### src/rtl/mem_port_arbiter.sv
// mem_port_arbiter
// Shares one 32-bit memory port between the CPU datapath (port 0) and a
// secondary master (port 1). One access is granted at a time. Ties go to the
// port that was not served last. The granted request is latched, and the
// memory strobe is held for LAT cycles. Read data is returned with a one-cycle
// DONE pulse. Every output comes straight from a register.

module mem_port_arbiter #(
    parameter int LAT = 2                       // strobe length in cycles, 1..15
) (
    input  logic        CLK,
    input  logic        RST,                    // asynchronous, active-low
    input  logic        REQ0,
    input  logic        REQ1,
    input  logic        WE0,
    input  logic        WE1,
    input  logic [25:0] ADDR0,
    input  logic [25:0] ADDR1,
    input  logic [31:0] WDATA0,
    input  logic [31:0] WDATA1,
    output logic        GNT0,
    output logic        GNT1,
    output logic        DONE0,
    output logic        DONE1,
    output logic [31:0] RDATA,
    output logic        MEM_READ,
    output logic        MEM_WRITE,
    output logic [25:0] MEM_ADDR,
    output logic [31:0] MEM_WDATA,
    input  logic [31:0] MEM_RDATA
);

    typedef enum logic [1:0] {
        IDLE = 2'd0,
        BUSY = 2'd1,
        DONE = 2'd2
    } state_t;

    // The count starts at LAT-1 so that the strobe spans exactly LAT cycles.
    // With LAT=1 the count is already zero in the first BUSY cycle.
    localparam logic [3:0] CNT_LOAD = 4'(LAT - 1);

    state_t      state_reg, state_next;
    logic [3:0]  cnt_reg, cnt_next;
    logic        last_reg, last_next;       // port served most recently
    logic [1:0]  gnt_reg, gnt_next;
    logic [1:0]  done_reg, done_next;
    logic        mem_read_reg, mem_read_next;
    logic        mem_write_reg, mem_write_next;
    logic [25:0] mem_addr_reg, mem_addr_next;
    logic [31:0] mem_wdata_reg, mem_wdata_next;
    logic [31:0] rdata_reg, rdata_next;

    logic [1:0]  req_vec;
    logic [1:0]  win_vec;                   // one-hot winner, zero if no request
    logic        sel;                       // index of the winning port
    logic        sel_we;
    logic [25:0] sel_addr;
    logic [31:0] sel_wdata;

    assign req_vec = {REQ1, REQ0};

    // A port wins when it is the only requester. It also wins a tie if it
    // was not the port served last time.
    genvar gi;
    generate
        for (gi = 0; gi < 2; gi++) begin : g_win
            assign win_vec[gi] = req_vec[gi] &
                                 (~req_vec[1 - gi] | (last_reg != 1'(gi)));
        end
    endgenerate

    assign sel       = win_vec[1];
    assign sel_we    = sel ? WE1    : WE0;
    assign sel_addr  = sel ? ADDR1  : ADDR0;
    assign sel_wdata = sel ? WDATA1 : WDATA0;

    // Next-state and next-output logic. Every register keeps its value
    // unless the current state changes it.
    always_comb begin
        state_next     = state_reg;
        cnt_next       = cnt_reg;
        last_next      = last_reg;
        gnt_next       = gnt_reg;
        done_next      = done_reg;
        mem_read_next  = mem_read_reg;
        mem_write_next = mem_write_reg;
        mem_addr_next  = mem_addr_reg;
        mem_wdata_next = mem_wdata_reg;
        rdata_next     = rdata_reg;

        case (state_reg)
            IDLE: begin
                if (|req_vec) begin
                    gnt_next       = win_vec;
                    last_next      = sel;
                    mem_addr_next  = sel_addr;
                    mem_wdata_next = sel_wdata;
                    mem_read_next  = ~sel_we;
                    mem_write_next = sel_we;
                    cnt_next       = CNT_LOAD;
                    state_next     = BUSY;
                end
            end

            BUSY: begin
                if (cnt_reg != 4'd0) begin
                    cnt_next = cnt_reg - 4'd1;
                end else begin
                    // MEM_RDATA is valid in the final strobe cycle.
                    if (mem_read_reg) begin
                        rdata_next = MEM_RDATA;
                    end
                    mem_read_next  = 1'b0;
                    mem_write_next = 1'b0;
                    done_next      = gnt_reg;
                    state_next     = DONE;
                end
            end

            DONE: begin
                // No arbitration happens here. The requester drops REQ
                // during this cycle.
                done_next  = 2'b00;
                gnt_next   = 2'b00;
                state_next = IDLE;
            end

            default: begin
                state_next = IDLE;
            end
        endcase
    end

    // State and output registers. Reset aborts any access in flight at once.
    always_ff @(posedge CLK or negedge RST) begin
        if (!RST) begin
            state_reg     <= IDLE;
            cnt_reg       <= 4'd0;
            last_reg      <= 1'b1;
            gnt_reg       <= 2'b00;
            done_reg      <= 2'b00;
            mem_read_reg  <= 1'b0;
            mem_write_reg <= 1'b0;
            mem_addr_reg  <= 26'd0;
            mem_wdata_reg <= 32'd0;
            rdata_reg     <= 32'd0;
        end else begin
            state_reg     <= state_next;
            cnt_reg       <= cnt_next;
            last_reg      <= last_next;
            gnt_reg       <= gnt_next;
            done_reg      <= done_next;
            mem_read_reg  <= mem_read_next;
            mem_write_reg <= mem_write_next;
            mem_addr_reg  <= mem_addr_next;
            mem_wdata_reg <= mem_wdata_next;
            rdata_reg     <= rdata_next;
        end
    end

    assign GNT0      = gnt_reg[0];
    assign GNT1      = gnt_reg[1];
    assign DONE0     = done_reg[0];
    assign DONE1     = done_reg[1];
    assign MEM_READ  = mem_read_reg;
    assign MEM_WRITE = mem_write_reg;
    assign MEM_ADDR  = mem_addr_reg;
    assign MEM_WDATA = mem_wdata_reg;
    assign RDATA     = rdata_reg;

endmodule
### config.mk
export PLATFORM = sky130hd
export DESIGN_NAME = mem_port_arbiter
export DESIGN_NICKNAME = d
export VERILOG_FILES = /design/src/rtl/mem_port_arbiter.sv
export SDC_FILE = /design/constraint.sdc
export NUM_CORES = 1
export LEC_CHECK = 0
export CELL_PAD_IN_SITES_DETAIL_PLACEMENT = 1
export CELL_PAD_IN_SITES_GLOBAL_PLACEMENT = 1
export CORE_MARGIN = 2
export CORE_UTILIZATION = 30
export CTS_BUF_LIST = sky130_fd_sc_hd__clkbuf_2 sky130_fd_sc_hd__clkbuf_4 sky130_fd_sc_hd__clkbuf_8
export CTS_CLUSTER_DIAMETER = 200
export DETAILED_ROUTE_END_ITERATION = 10
export PLACE_DENSITY = 0.89
export SLEW_MARGIN = 20
export SYNTH_ARGS = -nofsm -noshare
export SYNTH_HDL_FRONTEND = slang
export SYNTH_SLANG_ARGS = --single-unit
### constraint.sdc
create_clock -name CLK -period 1.8 [get_ports CLK]
set_input_delay 0.27 -clock CLK [delete_from_list [all_inputs] [get_ports CLK]]
set_output_delay 0.27 -clock CLK [all_outputs]
set_load 0.1 [all_outputs]
# After elaboration in Yosys (flattened, before gate mapping)
# Cells that the tools add are included.
# word_totals
register_bits,103
input_bits,154
out_inout_bits,96
word_cells,56
# classes
addsub,1
eq_ne,5
n_mux,18
bitwise_logic,9
n_reduce_logical,13
# op_table
operator,count
$mux 32,1
$mux 26,1
$pmux 2 s2,3
$reduce_and 3->1,3
$mux 2,4
$mux 4,2
$pmux 4 s2,1
$reduce_and 2->1,4
$ne 2x2->1 const B,3
$reduce_bool 2->1,3
$not 1->1,5
$mux 1,4
$pmux 1 s2,2
$reduce_bool 4->1,1
$sub 4x1->4 const B,1
$and 1x1->1,2
$eq 2x1->1 const B,1
$eq 2x2->1 const B,1
$logic_not 2->1,1
$or 1x1->1,2
$reduce_or 2->1,1

# Longest topological paths before layout
# Gate-level depths: netlist of the first run.
# logic_depth
word_depth,7
ltp_mapped,6
depth_no_buf,5

# Worst setup path before layout of the first run
# Ideal clock, no wire load.
# synth_path
kind,flip-flop to flip-flop
startpoint,"register mem_read_reg, in the netlist MEM_READ"
endpoint,"register rdata_reg[10], in the netlist RDATA[10]"
setup_ps,125
arrival_ps,1724
t_required_ps,1675
slack_ps,-49
path_stages_with_launch,4
path_buffers,1
synth_period_minus_slack_ps,1849
path_cell_list,dfrtp_1 > nand3_2 > buf_6 > mux2_4
# synth_via
elab_chain_cells,1
# synth_lines
element,line_no,rtl
"start, declared",48,"logic mem_read_reg, mem_read_next;"
"start signal, assigned",154,mem_read_reg <= mem_read_next;
$reduce_and 3->1 (no source line),--,
"end signal, assigned",158,rdata_reg <= rdata_next;
"end, declared",52,"logic [31:0] rdata_reg, rdata_next;"
# No other way between the ends.
# A chain may end at the register's enable or synchronous reset.

# Worst setup path after layout of the first run
# layout_path
startpoint,register cnt_reg[0]
endpoint,"register rdata_reg[31], in the netlist RDATA[31]"
# layout_via
elab_chain_cells,3
# layout_lines
element,line_no,rtl
"start, declared",44,"logic [3:0] cnt_reg, cnt_next;"
"start signal, assigned",150,cnt_reg <= cnt_next;
$reduce_bool 4->1,107,if (cnt_reg != 4'd0) begin
$not 1->1 (no source line),--,
$reduce_and 3->1 (no source line),--,
# No other way between the ends.

==> results of run 1 <==
==> metal layers <==
layer	wire, microns	share of wire [%]	vias up	GRT usage (%)
met2	8160	51	193	33.3
met1	6340	39	1992	22.6
li1	-	-	1888	-
met4	277	1.7	0	6.77
met5	0	0	-	0
met3	1310	8.1	18	4.79
==> synth_stat cells (2+ instances only) <==
cell type	number	share of area (%)
o21ai_1	6	0.63
o21ai_0	119	13
mux2_4	31	9.8
nand3_1	6	0.63
nand2b_1	4	0.53
buf_2	2	0.21
mux2i_1	60	13
dfrtp_1	102	54
nor2_1	5	0.40
buf_6	9	2.1
mux2_2	3	0.71
clkbuf_1	18	1.4
inv_1	2	0.16
nand2_1	3	0.24
ha_1	2	0.53
==> per-stage QoR <==
stage                     setup WS [ns]  hold slack, ns  instances  instance area [sq um]
after floorplan                   0.159         -0.0256        389                   4730
after global placement          -0.0438           0.247        834                   7440
after detailed placement         -0.146           0.248        834                   7440
after CTS                        0.0265           0.376        851                   7660
after global routing             0.0297           0.392        851                   7660
final                             0.130           0.385        851                   7660
==> final cells by class <==
class                      instances  area [sq um]  area share, %
timing repair buffer             265          2610           34.1
clock buffer                      10           138           1.80
sequential                       103          2580           33.7
tap                              211           264           3.45
inverter                           2          7.51         0.0980
clock inverter                     6          68.8          0.898
multi-input combinational        254          1990           26.0
==> logic make-up after synthesis <==
group	count (synthesis)	share of synthesized area, %
mux	94	23.2
fa+ha+maj	2	0.529
compound gates	133	14.5
buf+inv	32	4.10
flops	103	54.5
simple gates	25	3.15
==> timing repair <==
action	in CTS	in global routing
resized for setup	0	1
hold buffers	1	0
setup endpoints to repair	0	4
hold endpoints to repair	30	0
==> path summary, 6_finish.rpt <==
check,to,slack (ns),cells past startpoint
setup reg to reg,RDATA[31],0.13,6
max in group asynchronous,last_reg,0.78,3
hold reg to reg,RDATA[1],0.52,1
hold / removal,RDATA[2],0.39,2
min in group CLK,RDATA[21],0.51,2
setup / recovery,RDATA[31],0.13,6
==> metrics.cfg, run 1 <==
[run_status]
status=finished, final reports clean

[sta]
timing.final.crit_period_ns=1.67
skew_ns=0.0114
setup-violations-final=0
tns_ns=0
maxSlewHeadroom_pct=70.2
fin_crit_sh_pct=92.8
worst_slew_pin_slew_ns=0.447
slew_violations=0
rsz0062_at_grt=no
hold_viol=0
fmax_ghz=0.599

[cells_and_area]
nNetsFinal=791
synthToLayoutAreaGrowth_pct=61.9
drive_gt1_share_pct=27.3
final_util_pct=50.0
fillers=1634
final_common_cell=clkdlybuf4s50_1
final_cell_mix=clkdlybuf4s50_1 (152), o21ai_0 (119), dfrtp_1 (101)
antenna_cells=0

[run]
cap_violations=0

[grt]
grt_pass1_vias=4546
grt_max_degree=43
grt_pass1_wl_microns=24600
antenna_found_initial=0
grt_overflow=0
grt_usage_pct=19.0

[placed_design]
io_buffer_count=249
gp_congestion=0.741
hpwl_microns=12300

[routing]
drc=0
ant_nets=0
avgRoutedWirePerCell_microns=18.9
first_pass_iters=4
drt_iter0_markers=169
totalWireLength_microns=16100
vias=4091
vias_per_cell=4.81

[synth]
syn-num-nets=545
synth.avg_cell_area_sq_um=12.2
ys_seq_elements=103
synthArstFlopShare_pct=100
synth.yosys.seq_area_share_pct=54.5
syn_inst=389
ys.flop_type=dfrtp_1
syn-cell-area_sq_um=4730
synth_cell_type_count=32
synth_edf_count=0
synth_warnings=0

[critical_path]
cp_max_fo=32
crit_path_start_kind=flop
path_buf_inv=2
crit_slowest_cell=dfrtp_1
endpoint_kind=flop
worst-setup-path-type=reg -> reg
critPathTopFamily=flip-flops
cp.required_ns=2.06
path_cells=inv_1 > ha_1 > nor3b_4 > nand3_2 > buf_12 > mux2_2
regToRegStartpoint=cnt_reg[0]
crit_arrival_ns=1.93
slowest_delay_ns=0.40
startpoint=cnt_reg[0]

[clocking]
htree_levels=3
cts_buffers=9
cts_root_buf=clkbuf_8
clk_latency_ns=0.37
clk_pin_slew_ns=0.10
clk_path_buf_depth=2
cts_setup_buffers=0
clock_sinks=103
tritoncts=yes

[floorplan]
ios=250
die_y_microns=130
die_w_microns=130
die-area_sq_um=16800
coreArea_sq_um=15300
rows=45
start_util_pct=30.9

[hold_path]
hold_class=in -> async

Power of run 1 is not shown: default switching activity piles up to over one toggle a cycle in this logic, so the estimate is an artifact.
==> inputs of run 2 (changes only) <==
HOLD_SLACK_MARGIN = 0.12   (was not set)
PLACE_DENSITY = not set   (was 0.89)
PLACE_DENSITY_LB_ADDON = 0.1   (was not set)
==> run 2 against run 1 <==
  * Hold slack better by 0.021 ns
  * Via count up 0.27%
  * Final area about the same
  * Sequential share of layout area about the same
  * Critical path depth unchanged
  * Highest routed layer unchanged
  * Utilization about the same
  * Fmax down 0.60%
  * First-iteration DRC count down 28%
==> metrics.cfg, run 2 (synthesis gave the netlist of run 1 again) <==
[run_status]
status=finished, final reports clean

[cells_and_area]
final_common_cell=clkdlybuf4s50_1
drive_gt1_share_pct=28.2
final-instance-count-excl-fill=860
antenna_cells=0
final_cell_mix=clkdlybuf4s50_1 (152), o21ai_0 (119), buf_4 (105)
nNetsFinal=800
synthToLayoutAreaGrowth_pct=61.9

[sta]
setup-violations-final=0
slew_violations=0
hold_ws_ns=0.406
fmax_ghz=0.595
tns_ns=0
maxSlewHeadroom_pct=65.8
fin_crit_sh_pct=93.4
hold_viol=0
rsz0062_at_grt=no
worst_slew_pin_slew_ns=0.514
timing.final.crit_period_ns=1.68
skew_ns=0.0106

[placed_design]
hpwl_microns=11600
placedCellCount=843
io_buffer_count=249
gp_congestion=0.736

[routing]
totalWireLength_microns=15300
ant_nets=0
avgRoutedWirePerCell_microns=17.7
drc=0
first_pass_iters=4
vias_per_cell=4.77
vias=4102
drt_iter0_markers=121

[grt]
grt_overflow=0
grt_usage_pct=18.0
grt_max_degree=36
grt_pass1_vias=4471
grt_pass1_wl_microns=23300
antenna_found_initial=0

[clocking]
htree_levels=3
postCtsHoldBufs=1
cts_root_buf=clkbuf_8
clk_path_buf_depth=2
clock_sinks=103
clk_pin_slew_ns=0.10
ctsResizeCount=0
cts_setup_buffers=0
clk_latency_ns=0.38
cts_buffers=9
tritoncts=yes

[floorplan]
die-area_sq_um=16800
die_y_microns=130
start_util_pct=30.9
coreArea_sq_um=15300
die_w_microns=130
rows=45
ios=250

[critical_path]
endpoint_kind=flop
slowest_delay_ns=0.40
crit_arrival_ns=1.95
cp.required_ns=2.07
path_cells=inv_1 > ha_1 > nor3b_4 > nand3_2 > buf_12 > mux2_2
crit_path_start_kind=flop
worst-setup-path-type=reg -> reg
cp_max_fo=32
crit_slowest_cell=dfrtp_1

[run]
cap_violations=0

[hold_path]
hold_class=in -> async

-- run 2: through the flow --
step | cell area, sq um | setup WS [ns] | util (%)
6_report | 7660 | 0.120 | 50.0
5_1_grt | 7660 | 0.0489 | 50.0
4_1_cts | 7660 | 0.113 | 50.0
3_5_place_dp | 7470 | -0.0486 | 48.8
3_3_place_gp | 7470 | 0.0176 | 48.8
2_1_floorplan | 4730 | 0.159 | -
-- run 2: layer usage --
layer	GRT usage (%)	up-vias	share of wire, %
met4	3.35	0	0.95
met5	0	-	0
met2	31.8	161	49
li1	-	1908	-
met1	21.2	2021	41
met3	6.52	12	8.8
-- run 2: worst max-delay path: cells and delay by family (launching register included) --
family / cells / cell delay [ns]
flops: 1 / 0.40
mux: 1 / 0.37
buf+inv: 2 / 0.33
fa+ha+maj: 1 / 0.21
simple gates: 2 / 0.26
-- run 2: cell type report --
type / count / area, sq um
fillers: 1683 / 7650
repair buffers: 274 / 2640
flip-flops and latches: 103 / 2580
multi-input cells: 254 / 1990
well taps: 211 / 264
clock buffers: 10 / 138
clock inverters: 6 / 42.5
inverters: 2 / 7.51
-- run 2: path summary, 6_finish.rpt --
check	from	to	slack [ns]	depth (start not counted)
min in group CLK	MEM_RDATA[3]	RDATA[3]	0.50	2
worst max register to register	cnt_reg[0]	RDATA[0]	0.12	6
worst max-delay path	cnt_reg[0]	RDATA[0]	0.12	6
worst min-delay path	RST	RDATA[3]	0.41	2
worst min register to register	MEM_ADDR[18]	MEM_ADDR[18]	0.52	2
max in group asynchronous	RST	MEM_WDATA[24]	0.79	3
Power of run 2 is left out for the same reason.
==> inputs of run 3 (changes only) <==
CORE_MARGIN = 8   (was 2)
==> run 3 against run 2 <==
  * Utilization fell by 1.0 points
  * Register-to-register slack about the same
  * Setup slack better by 0.0097 ns
  * First-iteration DRC count shrank 4.1%
  * Die area grew 19%
  * Critical path depth unchanged
  * Global-route usage decreased by 0.77 points
  * Sequential cell count stayed put
  * Non-clock buffer count grew 4
  * Sequential share of layout area barely moved
  * Highest routed layer unchanged
==> metrics.cfg, run 3 (synthesis gave the netlist of run 1 again) <==
[run_status]
status=finished, final reports clean

[cells_and_area]
final_util_pct=49.0
multi_input_area_sq_um=2000
design_area_sq_um=7670
final_common_cell=clkdlybuf4s50_1
nNetsFinal=804
final_cell_mix=clkdlybuf4s50_1 (152), o21ai_0 (119), buf_4 (113)
final-seq-area_sq_um=2580
fillers=1668
drive_gt1_share_pct=28.7
synthToLayoutAreaGrowth_pct=62.1
antenna_cells=0

[clocking]
clk_latency_ns=0.38
cts_buffers=9
clk_pin_slew_ns=0.10
tritoncts=yes
cts_root_buf=clkbuf_8
htree_levels=3
clk_path_buf_depth=2
clock_sinks=103

[critical_path]
rr_worst_depth=6
worst-setup-path-type=reg -> reg
crit_arrival_ns=1.95
path_cells=inv_1 > ha_1 > nor3b_4 > nand3_2 > buf_12 > mux2_2
crit_path_start_kind=flop
crit_slowest_cell=dfrtp_1
slowest_delay_ns=0.40
reg2reg_slack_ns=0.13
cp.required_ns=2.08
cp_max_fo=32
endpoint_kind=flop
startpoint=cnt_reg[0]
regToRegStartpoint=cnt_reg[0]
reg2reg_to=RDATA[0]

[sta]
maxSlewHeadroom_pct=68.0
fin_crit_sh_pct=92.8
skew_ns=0.00803
rsz0062_at_grt=no
fmax_ghz=0.599
slew_violations=0
timing.final.crit_period_ns=1.67
worst_slew_pin_slew_ns=0.479
hold_viol=0
layout_setup_ws_ns=0.129
setup-violations-final=0

[run]
cap_violations=0

[grt]
grt_use_met1_pct=21.2
grt_pass1_wl_microns=26800
grt_overflow=0
grt_usage_pct=17.2
met2_usage_pct=28.4
antenna_found_initial=0
top_usage_layer=met2
grtUsageMet3_pct=5.95
grt_max_degree=41
grt_pass1_vias=4522

[routing]
drc=0
avgRoutedWirePerCell_microns=20.1
totalWireLength_microns=17400
ant_nets=0
vias_per_cell=4.72
vias=4100
drt_iter0_markers=116
first_pass_iters=4

[placed_design]
io_buffer_count=249
gp_congestion=0.804
placed_area_sq_um=7460
dp_worst_setup_slack_ns=-0.00732
hpwl_microns=13700

[floorplan]
die_w_microns=142
die_y_microns=142
ios=250
die-area_sq_um=20100
start_util_pct=30.2
coreArea_sq_um=15700
rows=46

[hold_path]
hold_class=in -> async

-- run 3: changes by cell type in the layout (fill, tap and decap cells not counted) --
cell	change
bufinv_16	+1
nor2_1	-1
clkinv_2	-1
clkinv_4	+1
nor2_4	+1
inv_6	-2
buf_12	-4
buf_4	+8
-- run 3: area by class of cell --
| cell class | count | share of cell area, % |
|---|---|---|
| clock buffer | 10 | 1.79 |
| tap | 216 | 3.52 |
| inverter | 2 | 0.0978 |
| sequential | 103 | 33.6 |
| timing repair buffer | 278 | 34.1 |
| clock inverter | 5 | 0.766 |
| multi-input combinational | 254 | 26.0 |
-- run 3: metal layers --
metal	routed length, microns	part of all wire, %
met4	199	1.1
met1	7590	44
met5	0	0
met2	8390	48
met3	1250	7.2
-- run 3: worst max-delay path: cells and delay by family, from the launching register on --
family,cells,cell delay (ns)
flops,1,0.40
fa+ha+maj,1,0.20
mux,1,0.36
simple gates,2,0.26
buf+inv,2,0.33
-- run 3: what timing repair did --
action,CTS,global route
endpoints found under the hold margin,30,0
endpoints found under the setup margin,0,4
buffers inserted,0,0
hold buffers,1,0
resized for setup,0,2
-- run 3: how the worst max path moves through the flow --
stage,end,slack (ns),depth (start not counted)
2_1_floorplan,RDATA[10],0.16,6
3_3_place_gp,done_reg[1],0.08,5
3_5_place_dp,MEM_ADDR[20],-0.007,6
4_1_cts,done_reg[0],0.04,5
5_1_grt,RDATA[0],0.06,6
6_report,RDATA[0],0.13,6
-- run 3: metrics by stage --
step / std cells / TNS (ns) / hold WS [ns]
floorplan: 389 / 0 / -0.0256
global placement: 852 / 0 / 0.263
detailed placement: 852 / -0.0106 / 0.265
CTS: 868 / 0 / 0.402
global route: 868 / 0 / 0.410
finish: 868 / 0 / 0.407
Power of run 3 is left out for the same reason.
